==> src/rtl/serial_addsub.sv <==
// Digit-serial two's-complement adder/subtractor.
// LSB digit first, start/busy/done handshake, C/V/Z flags.
module serial_addsub #(
  parameter int WIDTH = 8,
  parameter int DIGIT = 2
) (
  input  logic             clk,
  input  logic             rst_n,
  input  logic             start,
  input  logic [WIDTH-1:0] A,
  input  logic [WIDTH-1:0] B,
  input  logic             M,
  output logic             busy,
  output logic             done,
  output logic [WIDTH-1:0] z,
  output logic             C,
  output logic             V,
  output logic             Zf
);

  localparam int N  = WIDTH / DIGIT;
  localparam int CW = (N > 1) ? $clog2(N) : 1;

  generate
    if (WIDTH < 2 || DIGIT < 1 || DIGIT > WIDTH ||
        (WIDTH % DIGIT) != 0) begin : g_bad_cfg
      $error("serial_addsub: illegal WIDTH/DIGIT");
    end
  endgenerate

  typedef enum logic [1:0] {
    IDLE = 2'd0,
    RUN  = 2'd1,
    DONE = 2'd2
  } state_t;

  state_t state, state_n;

  logic [WIDTH-1:0]       a_sr, b_sr, acc, acc_n;
  logic [WIDTH+DIGIT-1:0] acc_w;
  logic                   cy;
  logic [CW-1:0]          cnt;
  logic                   accept, last;
  logic [DIGIT-1:0]       dsum;
  logic                   dcout, dcmsb;

  assign accept = start && (state != RUN);
  assign last   = (cnt == CW'(N - 1));

  // ripple one digit; keep the carry into its top bit for V
  always_comb begin
    logic c;
    c     = cy;
    dsum  = '0;
    dcmsb = cy;
    for (int i = 0; i < DIGIT; i++) begin
      dsum[i] = a_sr[i] ^ b_sr[i] ^ c;
      if (i == DIGIT - 1) dcmsb = c;
      c = (a_sr[i] & b_sr[i]) | (c & (a_sr[i] ^ b_sr[i]));
    end
    dcout = c;
  end

  assign acc_w = {dsum, acc};
  assign acc_n = acc_w[WIDTH+DIGIT-1:DIGIT];

  always_ff @(posedge clk or negedge rst_n) begin
    if (!rst_n) state <= IDLE;
    else        state <= state_n;
  end

  always_comb begin
    state_n = state;
    unique case (1'b1)
      (state == IDLE): if (start) state_n = RUN;
      (state == RUN):  if (last)  state_n = DONE;
      (state == DONE): state_n = start ? RUN : IDLE;
      default:         state_n = IDLE;
    endcase
  end

  always_comb begin
    busy = (state == RUN);
    done = (state == DONE);
  end

  always_ff @(posedge clk or negedge rst_n) begin
    if (!rst_n) begin
      a_sr <= '0;
      b_sr <= '0;
      acc  <= '0;
      cy   <= 1'b0;
      cnt  <= '0;
      z    <= '0;
      C    <= 1'b0;
      V    <= 1'b0;
      Zf   <= 1'b0;
    end else if (accept) begin
      a_sr <= A;
      b_sr <= B ^ {WIDTH{M}};
      cy   <= M;
      cnt  <= '0;
    end else if (state == RUN) begin
      a_sr <= a_sr >> DIGIT;
      b_sr <= b_sr >> DIGIT;
      cy   <= dcout;
      acc  <= acc_n;
      cnt  <= cnt + CW'(1);
      if (last) begin
        z  <= acc_n;
        C  <= dcout;
        V  <= dcmsb ^ dcout;
        Zf <= (acc_n == '0);
      end
    end
  end

endmodule

==> config.mk <==
export PLATFORM = sky130hd
export DESIGN_NAME = serial_addsub
export DESIGN_NICKNAME = d
export VERILOG_FILES = /design/src/rtl/serial_addsub.sv
export SDC_FILE = /design/constraint.sdc
export NUM_CORES = 1
export LEC_CHECK = 0
export ABC_AREA = 1
export BUFFER_PORTS_ARGS = -buffer_cell sky130_fd_sc_hd__buf_2
export CORE_UTILIZATION = 59
export CTS_CLUSTER_SIZE = 25
export DETAILED_ROUTE_END_ITERATION = 6
export GPL_TIMING_DRIVEN = 0
export PLACE_DENSITY = 0.89
export SETUP_SLACK_MARGIN = 0.5
export SKIP_LAST_GASP = 1
export SYNTH_ARGS = -nofsm -noshare
export SYNTH_HDL_FRONTEND = slang
export SYNTH_SLANG_ARGS = --single-unit
==> constraint.sdc <==
create_clock -name clk -period 3.5 [get_ports clk]
set_clock_uncertainty 0.15 [all_clocks]
set_input_delay 0.525 -clock clk [delete_from_list [all_inputs] [get_ports clk]]
set_output_delay 0.525 -clock clk [all_outputs]
set_load 0.1 [all_outputs]
==> impl_metrics.env <==
export IMPL_antenna_found_initial=0
export IMPL_rsz0062_at_grt="false"
export IMPL_cts_resized=0
export IMPL_rows=19
export IMPL_root_buffer="clkbuf_4"
export IMPL_routed_via_density=5.10
export IMPL_area_growth_pct=14.1
export IMPL_cts_tree="yes"
export IMPL_detail_route_wl_per_cell_um=11.0
export IMPL_grt_busiest_layer="met2"
export IMPL_hold_buffers=0
export IMPL_ios=33
export IMPL_drt_total_wl_um=3100
export IMPL_required_ps=2820
export IMPL_cp_max_fo=10
export IMPL_syn_num_nets=235
export IMPL_critPathCaptureType="output port"
export IMPL_grtUsageMet2=0.390
export IMPL_grt_use_total=0.225
export IMPL_gp_congestion=0.749
export IMPL_power_leakage_nw=1.14
export IMPL_slew_headroom=0.458
export IMPL_yosys_warnings=0
export IMPL_tns_ps=0
export IMPL_die_w_um=57.3
export IMPL_drive_gt1_frac=0.243
export IMPL_status="complete, but fails checks"
export IMPL_port_buffers=31
export IMPL_clock_sink_count=38
export IMPL_worst_skew_pair_late_latency_ps=340
export IMPL_dr_pass1_iters=7
export IMPL_dieArea_sq_mm=0.00328
export IMPL_fin_nets=273
export IMPL_synthMuxAreaShare=0
export IMPL_grt_pass1_wl_um=5570
export IMPL_reg2reg_slack_ps=1520
export IMPL_max_freq_mhz=423
export IMPL_synth_top_family_by_area="simple AND/OR/NAND/NOR gates"
export IMPL_drt_iter0_markers=58
export IMPL_ant_nets=0
export IMPL_path_clk_slew_ps=110
export IMPL_met3_usage=0.0612
export IMPL_setup_viol=0
export IMPL_r2r_cells=5
export IMPL_grt_ovfl_total=0
export IMPL_layout_min_cycle_time_ps=2360
export IMPL_grt_max_degree=39
export IMPL_core_area_sq_mm=0.00283
export IMPL_arrival_ps=1690
export IMPL_tightest_slew_ps=813
export IMPL_dpl_hpwl_um=2220
export IMPL_grt_pass1_vias=1330
export IMPL_drc=1
export IMPL_syn_inst=212
export IMPL_yosysSeqAreaShare=0.527
export IMPL_synth_simple_gate_area_frac=0.273
export IMPL_yosys_register_bits=38
export IMPL_die_y_um=57.3
export IMPL_synth_cell_type_count=22
export IMPL_fin_crit_sh=0.675
export IMPL_ir_worst_vdd_v=0.000528
export IMPL_cts_path_max_buffers=2
export IMPL_path_class="flip-flop to output port"
export IMPL_power_mw=2.18
export IMPL_syn_area_sq_mm=0.00180
export IMPL_synth_xor_area_frac=0.0146
export IMPL_synth_compound_area_frac=0.0693
export IMPL_violations="design-rule violations"
export IMPL_cts_setup_buffers=0
export IMPL_r2r_start="a_sr[0]"
export IMPL_cts_max_level=2
export IMPL_use_met1=0.270
export IMPL_maxSlewViolCount=0
export IMPL_worstSetupStartpointType="flip-flop"
export IMPL_cts_buffers=5
export IMPL_synth_adder_area_share=0.0291
export IMPL_n_antenna_cell=0
export IMPL_start_util=0.638
export IMPL_hold_viol=0
export IMPL_powerDensity_mw_per_mm2=1060
export IMPL_drv_cap=0
export IMPL_syn_avg_cell_area_sq_um=8.51
export IMPL_r2r_end="cy"
export IMPL_hp_class="primary input to asynchronous set/reset pin"
export IMPL_vias=1439
## where the power goes
group          switching (mW)  leakage, nW  total [mW]  internal, mW
sequential             0.0981        0.487       0.727         0.629
combinational           0.904        0.614        1.22         0.312
clock                   0.137       0.0353       0.234        0.0974
## kinds of logic (layout without fill, tap and decap cells)
logic type	after synthesis	after routing
AO/OA/AOI/OAI	18	18
XOR/XNOR	3	3
adder cells (fa/ha/maj)	3	3
buffers and inverters	32	71
flip-flops	38	38
AND/OR/NAND/NOR	118	118
## worst max-delay path by stage
stage / startpoint / slack, ps / end / depth (start not counted)
5_1_grt: state[0] / 1030 / busy / 4
6_report: state[0] / 1140 / busy / 4
4_1_cts: state[0] / 1130 / busy / 4
3_5_place_dp: state[0] / 1530 / busy / 4
2_1_floorplan: state[1] / 1140 / done / 2
3_3_place_gp: state[0] / 1530 / busy / 4
## cells in the mapped netlist
cell	n	area share
o21ai_1	1	0.0028
buf_2	3	0.0083
nand3_1	27	0.075
nand2_1	82	0.17
nor2_4	1	0.0062
o22ai_1	1	0.0035
nor2_1	5	0.010
buf_6	3	0.019
buf_4	3	0.012
or2_2	1	0.0035
inv_2	1	0.0021
xor2_1	2	0.0097
inv_1	22	0.046
ha_1	1	0.0069
a21oi_1	1	0.0028
xnor2_1	1	0.0049
fa_1	2	0.022
nor2_2	1	0.0035
dfrtp_1	38	0.53
o21ai_0	6	0.017
o21ai_2	9	0.044
nand2_2	1	0.0035
## per-stage QoR
stage	util	instances	setup WS (ps)	hold WS (ps)	instance area [sq um]
after CTS	0.728	282	1130	133	2060
after global routing	0.728	282	1030	161	2060
after floorplan	-	212	1140	79.4	1800
after detailed placement	0.706	274	1530	310	2000
final	0.728	282	1140	116	2060
after global placement	0.706	274	1530	306	2000
## critical path, cell delays in order (launching register included)
cell	delay [ps]
dfrtp_1	410
inv_2	60
nor2_4	210
buf_4	220
buf_2	440
## flip-flops by register name (all words and copies together) (netlist names)
name / count
state: 2
V: 1
acc: 6
C: 1
cy: 1
Zf: 1
cnt: 2
a_sr: 8
b_sr: 8
z: 8
## routing by layer
metal,vias to the layer above,part of all wire
li1,736,-
met1,659,0.45
met2,39,0.50
met3,5,0.041
met4,0,0.012
met5,-,0
## layout by cell type, fill, tap and decap left out, types with 2 or more instances in the layout
master     n
buf_4      3
buf_2     34
inv_1     22
o21ai_0    6
nor2_1     5
buf_6      3
nand2_1   82
dfrtp_1   38
nand3_1   27
xor2_1     2
fa_1       2
clkbuf_4   5
o21ai_2    9
## area by class of cell
type	count	area, sq um
Buffer	9	71.3
Clock buffer	7	55.1
Clock inverter	1	5.00
Fill cell	228	771
Inverter	23	86.3
Multi-Input combinational cell	142	696
Sequential cell	38	951
Tap cell	31	38.8
Timing Repair Buffer	31	155
Note: power is estimated with default switching activity, not from simulation.
